--- src/rtl/fifo_pkg.sv ---
// fifo_pkg: shared FIFO defaults and the reader FSM state type.
package fifo_pkg;
  localparam int DEF_DATA_SIZE = 8;
  localparam int DEF_ADDRESS_SIZE = 4;
  localparam int DEF_BURST_W = 4;
  typedef enum logic [1:0] {IDLE, RUN, DRAIN} fifo_reader_state_t;
endpackage

--- src/rtl/fifo_skid_buf.sv ---
// fifo_skid_buf: 2-entry in-order valid/ready buffer; out_data is the head, skid holds the second word.
module fifo_skid_buf #(
  parameter int W = 8
) (
  input  logic         clk,
  input  logic         rst,
  input  logic         flush,
  input  logic         in_valid,
  input  logic [W-1:0] in_data,
  output logic         out_valid,
  input  logic         out_ready,
  output logic [W-1:0] out_data,
  output logic [1:0]   count
);
  logic [W-1:0] skid;
  logic xfer;
  assign out_valid = count != 2'd0;
  assign xfer = out_valid & out_ready;
  // The producer never offers a word to a full buffer that is not draining.
  always_ff @(posedge clk or posedge rst)
    if (rst) begin
      count <= '0;
      out_data <= '0;
      skid <= '0;
    end else if (flush) begin
      count <= '0;
    end else begin
      count <= count + {1'b0, in_valid} - {1'b0, xfer};
      if (xfer && count == 2'd2) out_data <= skid;
      else if (in_valid && (count == 2'd0 || xfer)) out_data <= in_data;
      if (in_valid && (count == 2'd2 ? xfer : count == 2'd1 && !xfer)) skid <= in_data;
    end
endmodule

--- src/rtl/fifo_reader.sv ---
// fifo_reader: pops a burst of words from the FIFO and streams them out over valid/ready.
// Define FIFO_READER_PARITY_EN to add m_parity (^m_data, registered with the data).
module fifo_reader
  import fifo_pkg::*;
#(
  parameter int DATA_SIZE = DEF_DATA_SIZE,
  parameter int BURST_W = DEF_BURST_W
) (
  input  logic                 clk,
  input  logic                 rst,
  input  logic                 start,
  input  logic [BURST_W-1:0]   burst_len,
  input  logic                 abort,
  output logic                 busy,
  output logic                 done,
  input  logic                 fifo_empty,
  input  logic [DATA_SIZE-1:0] fifo_data,
  output logic                 fifo_pop,
  output logic                 fifo_can_read,
  output logic                 m_valid,
  input  logic                 m_ready,
  output logic [DATA_SIZE-1:0] m_data
`ifdef FIFO_READER_PARITY_EN
  ,
  output logic                 m_parity
`endif
);
  fifo_reader_state_t state, state_n;
  logic [BURST_W-1:0] issue_left, accept_left;
  logic [1:0] stored;
  logic inflight, zero_done, xfer, start_ok, flush, last_accept;
  assign start_ok = start & !abort & state == IDLE & !zero_done;
  assign flush = abort & state != IDLE;
  assign xfer = m_valid & m_ready;
  assign last_accept = state == DRAIN & xfer & accept_left == BURST_W'(1);
  // Stored plus in-flight words after this cycle's transfer must leave room for one more pop.
  assign fifo_pop = state == RUN & !abort & !fifo_empty & issue_left != '0 &
                    ({1'b0, stored} + {2'b0, inflight} - {2'b0, xfer}) < 3'd2;
  assign fifo_can_read = fifo_pop;
  assign done = last_accept | zero_done;
  assign busy = state != IDLE | zero_done;
  always_comb begin
    state_n = state;
    if (flush) state_n = IDLE;
    else if (start_ok) state_n = burst_len != '0 ? RUN : IDLE;
    else if (state == RUN && fifo_pop && issue_left == BURST_W'(1)) state_n = DRAIN;
    else if (last_accept) state_n = IDLE;
  end
  always_ff @(posedge clk or posedge rst)
    if (rst) begin
      state <= IDLE;
      issue_left <= '0;
      accept_left <= '0;
      inflight <= 1'b0;
      zero_done <= 1'b0;
    end else begin
      state <= state_n;
      inflight <= fifo_pop;
      zero_done <= start_ok & burst_len == '0;
      if (start_ok) begin
        issue_left <= burst_len;
        accept_left <= burst_len;
      end else begin
        if (fifo_pop) issue_left <= issue_left - BURST_W'(1);
        if (xfer && accept_left != '0) accept_left <= accept_left - BURST_W'(1);
      end
    end
`ifdef FIFO_READER_PARITY_EN
  fifo_skid_buf #(.W(DATA_SIZE + 1)) u_buf (
    .clk(clk), .rst(rst), .flush(flush),
    .in_valid(inflight), .in_data({^fifo_data, fifo_data}),
    .out_valid(m_valid), .out_ready(m_ready), .out_data({m_parity, m_data}),
    .count(stored)
  );
`else
  fifo_skid_buf #(.W(DATA_SIZE)) u_buf (
    .clk(clk), .rst(rst), .flush(flush),
    .in_valid(inflight), .in_data(fifo_data),
    .out_valid(m_valid), .out_ready(m_ready), .out_data(m_data),
    .count(stored)
  );
`endif
endmodule
--- config.mk ---
export PLATFORM = sky130hd
export DESIGN_NAME = fifo_reader
export DESIGN_NICKNAME = d
export VERILOG_FILES = /design/src/rtl/fifo_pkg.sv /design/src/rtl/fifo_skid_buf.sv /design/src/rtl/fifo_reader.sv
export SDC_FILE = /design/constraint.sdc
export NUM_CORES = 1
export LEC_CHECK = 0
export CORE_MARGIN = 5
export CORE_UTILIZATION = 57
export CTS_BUF_LIST = sky130_fd_sc_hd__clkbuf_8
export CTS_CLUSTER_DIAMETER = 100
export DETAILED_ROUTE_END_ITERATION = 16
export GPL_ROUTABILITY_DRIVEN = 1
export PLACE_DENSITY = 0.9
export REMOVE_ABC_BUFFERS = 1
export SYNTH_ARGS = -nofsm -noshare
export SYNTH_HDL_FRONTEND = slang
export SYNTH_SLANG_ARGS = --single-unit
--- constraint.sdc ---
create_clock -name clk -period 4.65 [get_ports clk]
set_input_delay 0.93 -clock clk [delete_from_list [all_inputs] [get_ports clk]]
set_output_delay 0.93 -clock clk [all_outputs]
set_load 0.005 [all_outputs]
# Word level (Yosys, flattened, before mapping)
# Cells that the tools add are included.
dict set report word_totals {
  reg_bits 30
  in_bits 18
  out_inout_bits 13
  wordCells 75
}
dict set report op_classes {
  addsub 6
  magnitude_cmp 1
  n_eq_ne 6
  muxes 13
  n_bitwise 15
  n_reduce_logical 26
}
# operator n
set op_table {}
lappend op_table {{$mux W4} 4}
lappend op_table {{$mux W8} 2}
lappend op_table {{$reduce_bool A4 Y1} 4}
lappend op_table {{$and A1 B1 Y1} 12}
lappend op_table {{$mux W2} 5}
lappend op_table {{$reduce_bool A2 Y1} 5}
lappend op_table {{$eq A4 B1 Y1 const B} 2}
lappend op_table {{$sub A4 B1 Y4 const B} 2}
lappend op_table {{$logic_and A1 B1 Y1} 7}
lappend op_table {{$eq A2 B1 Y1 const B} 2}
lappend op_table {{$eq A2 B2 Y1 const B} 2}
lappend op_table {{$logic_not A1 Y1} 4}
lappend op_table {{$logic_not A2 Y1} 2}
lappend op_table {{$logic_not A4 Y1} 1}
lappend op_table {{$reduce_and A2 Y1} 2}
lappend op_table {{$add A2 B1 Y3} 1}
lappend op_table {{$lt A3 B2 Y1 const B} 1}
lappend op_table {{$sub A3 B1 Y3} 1}
lappend op_table {{$add A2 B1 Y2} 1}
lappend op_table {{$mux W1} 2}
lappend op_table {{$or A1 B1 Y1} 2}
lappend op_table {{$sub A2 B1 Y2} 1}
lappend op_table {{$logic_or A1 B1 Y1} 1}
lappend op_table {{$not A1 Y1} 1}

# Longest topological paths before layout
dict set report depth {
  word_depth 10
  ltp_mapped 10
  ltp_nobuf 9
}

# Cells and area by module
# A second synthesis with hierarchy kept.
dict set report unflattened {
  cells_unflattened 142
  area_unflattened_um2 1681.6
}
# mod instances cells_each area_per_inst_um2 seq_area_each_um2
set modules_own_cells {}
lappend modules_own_cells {fifo_skid_buf 1 61 870.8 450.4}
lappend modules_own_cells {fifo_reader 1 81 810.8 300.3}

# Worst setup path before layout
# No wires, ideal clock.
dict set report synth_path {
  path_type {input-to-output}
  startpoint {in m_ready}
  endpoint {out fifo_pop}
  arrival_ns 2.550
  required_time_ns 3.720
  slack_ns 1.170
  path_stages 9
  n_path_buf 2
  path_cell_list {nand3b_1 > clkbuf_1 > o21ai_0 > ha_1 > inv_1 > fa_1 > nand4_4 > inv_1 > buf_4}
}
dict set report synth_via {
  elab_chain_cells 4
}
# item line_no
set synth_rtl {}
lappend synth_rtl {{from (decl)} fifo_reader.sv:21} ;# input logic m_ready,
lappend synth_rtl {{$and A1 B1 Y1} fifo_reader.sv:34} ;# assign xfer = m_valid & m_ready;
lappend synth_rtl {{$sub A3 B1 Y3} fifo_reader.sv:38} ;# ({1'b0, stored} + {2'b0, inflight} - {2'b0, xfer}) < 3'd2;
lappend synth_rtl {{$lt A3 B2 Y1} fifo_reader.sv:38}
lappend synth_rtl {{$and A1 B1 Y1} fifo_reader.sv:37} ;# assign fifo_pop = state == RUN & !abort & !fifo_empty & issue_left != '0 &
lappend synth_rtl {{to (decl)} fifo_reader.sv:18} ;# output logic fifo_pop,
# Every way passes these cells.

# Final worst setup path
dict set report layout_path {
  startpoint {in m_ready}
  endpoint {out fifo_can_read}
}
dict set report layout_via {
  elab_chain_cells 4
}
# item line_no
set layout_rtl {}
lappend layout_rtl {{$and A1 B1 Y1} fifo_reader.sv:34}
lappend layout_rtl {{$sub A3 B1 Y3} fifo_reader.sv:38}
lappend layout_rtl {{$lt A3 B2 Y1} fifo_reader.sv:38}
lappend layout_rtl {{$and A1 B1 Y1} fifo_reader.sv:37}
lappend layout_rtl {{to (decl)} fifo_reader.sv:19} ;# output logic fifo_can_read,
# Every way passes these cells.

==> qor.csv <==
metric,value,unit
status,"complete, no violations",
die_width,62.7,um
synth_top_family_by_area,multiplexers,
critPathLaunchType,input pin,
clock_latency,0.29,ns
synthFlopType,dfrtp_1,
rsz0062_at_grt,false,
drt_wl_total,3.43,mm
die_h,62.7,um
worstPathRequired,3.72,ns
cts_sinks,30,
finalSetupTns,0,ns
synth_xor_area_share,2.69,%
grt_max_degree,31,
synth.distinct_cells,33,
worstPathCellList,"clkdlybuf4s50_1, nand3b_1, o21ai_0, ha_1, inv_1, fa_1, xnor2_2, nand4_4, inv_1, clkdlybuf4s50_1",
p_leak,0.000888,uW
yosys.area_share.simple,15.1,%
post-synth-top-area-cell,dfrtp_1,
drv_slew,0,
clockBufferDepth,2,
synth_area_per_cell,11.9,um2
final.min_clock_period,4.27,ns
hp-class,register to register,
wl_per_cell,17.1,um
firstDrtPassIters,4,
max_slew_margin,23.7,%
tightest_slew,1.14,ns
end_kind,primary output,
synth-adder-area-share,5.23,%
cp_slowest_cell,clkdlybuf4s50_1,
core_area,0.00271,mm2
io_buffers,30,
setup_viol_count_final,0,
clk_pin_slew,0.06,ns
setup_ws,0.378,ns
io_pins,31,
ys_top_cells_by_count,"dfrtp_1, mux2_2, inv_1",
cap_violations,0,
initial_core_util,58.3,%
num_rows,19,
insertedDiodeCount,0,
drc,0,
ys_warn_count,0,
cts_max_level,2,
final_antenna_net_count,0,
fin_hold_ws,0.508,ns
syn_to_final_growth,28.1,%
dpl-instance-area,0.00192,mm2
gp_congestion,0.718,
synth_mux_area_share,17.8,%
dp_slack,0.371,ns
post_cts_resized,0,
fmax,0.234,GHz
grt_pass1_wl,5.98,mm
ys_ff_latch,30,
slowest_delay,0.54,ns
netlist_instances,133,
drt_iter0_drc,50,
cts_root_buf,clkbuf_8,
ctsHoldBuffers,0,
async_reset_ff_share,100,%
antenna_found_initial,0,
synth_most_common_cell,dfrtp_1,
fin_nets,193,
grt_pass1_vias,1247,
cts_buffers,5,
dpl.hpwl,2.50,mm
synth_area,0.00158,mm2
grtUsageTotal,19.8,%
power.density,561,mW/mm2
cts_tree,built,
hold_violations,0,
grt_overflow,0,
die_area,0.00393,mm2
num_vias,1177,
synth_edf_count,0,
cts_setup_buffers,0,
yosysTopAreaCellShare,47.5,%
via_per_inst,5.86,
finClkSkew,0.00995,ns
critPathArrivalTime,3.34,ns
ys_seq_area_share,47.5,%
synth_compound_area_share,8.08,%
max-vdd-ir-drop,0.413,mV
fin_area,0.00202,mm2
crit_type,input pin to primary output,
path_max_fanout,7,
period_share,91.9,%
synth_area_leaders,"dfrtp_1, mux2_2, ha_1, inv_1, o21ai_0",
drive_above_1_share,25.3,%
## sequential cells by signal (all words and copies together), names as in the netlist
signal / flops
accept_left: 4
u_buf.out_data: 8
state: 2
u_buf.count: 2
u_buf.skid: 8
inflight: 1
zero_done: 1
issue_left: 4
## critical path, delay by kind of cell
family / cells / cell delay (ns)
AOI/OAI and AO/OA: 1 / 0.10
buffers and inverters: 4 / 1.23
xor gates and xnor gates: 1 / 0.24
adders and majority gates: 2 / 0.57
and+or+nand+nor: 2 / 0.28
## layer usage
layer	global-route usage (%)	vias up	wire [um]
met5	0	-	0
met4	10.9	0	87
met3	6.83	10	189
met2	31.9	33	1790
met1	23.1	584	1360
li1	-	550	-
## stage by stage
stage	power [uW]	instances	util, %
after detailed placement	879	193	70.7
after floorplan	701	131	-
after CTS	1150	201	74.7
after global placement	848	193	70.7
after global routing	1220	201	74.7
final	1140	201	74.7
## worst paths after layout
| check | startpoint | to | slack, ns | cells after the start |
|---|---|---|---|---|
| max | m_ready | fifo_can_read | 0.38 | 10 |
| min | u_buf.skid[5] | u_buf.skid[5] | 0.51 | 1 |
| max reg2reg | u_buf.count[1] | state[0] | 1.98 | 9 |
| min reg2reg | u_buf.skid[5] | u_buf.skid[5] | 0.51 | 1 |
| max in group asynchronous | rst | issue_left[2] | 2.72 | 2 |
| min in group asynchronous | rst | u_buf.count[1] | 1.24 | 2 |
## cell usage in the layout, fill, tap and decap left out, types with 2 or more instances in the layout
cell type        netlist  layout
a211oi_1               2       2
a21oi_1                2       2
clkbuf_8               0       5
clkdlybuf4s50_1        0      30
clkinv_2               0       2
dfrtp_1               30      30
ha_1                   5       5
inv_1                 12      12
mux2_2                25      25
nand2_1                5       5
nand3_1                4       4
nand3b_1               4       4
nor2_1                 7       7
o211ai_1               4       4
o21ai_0                7       7
o311ai_0               2       2
or3_1                  2       2
or4_1                  2       2
xnor2_1                3       3
## power breakdown
group          internal (uW)  switching, uW  total [uW]
registers                365           80.9         446
logic                    255            176         431
clock network            157            101         259
## cell families (layout without fill, tap and decap cells)
logic type      Yosys count  count (layout)
flops                    30              30
buf+inv                  14              51
xor+xnor                  4               4
simple gates             35              35
compound gates           19              19
mux                      25              25
fa+ha+maj                 6               6
## final cells by class
cell class / instances / area, um2
Fill cell: 181 / 686
Clock buffer: 5 / 68.8
Multi-Input combinational cell: 89 / 773
Timing Repair Buffer: 31 / 308
Sequential cell: 30 / 751
Tap cell: 31 / 38.8
Clock inverter: 3 / 40.0
Inverter: 12 / 45.0
Power figures use the tool's default switching activity.
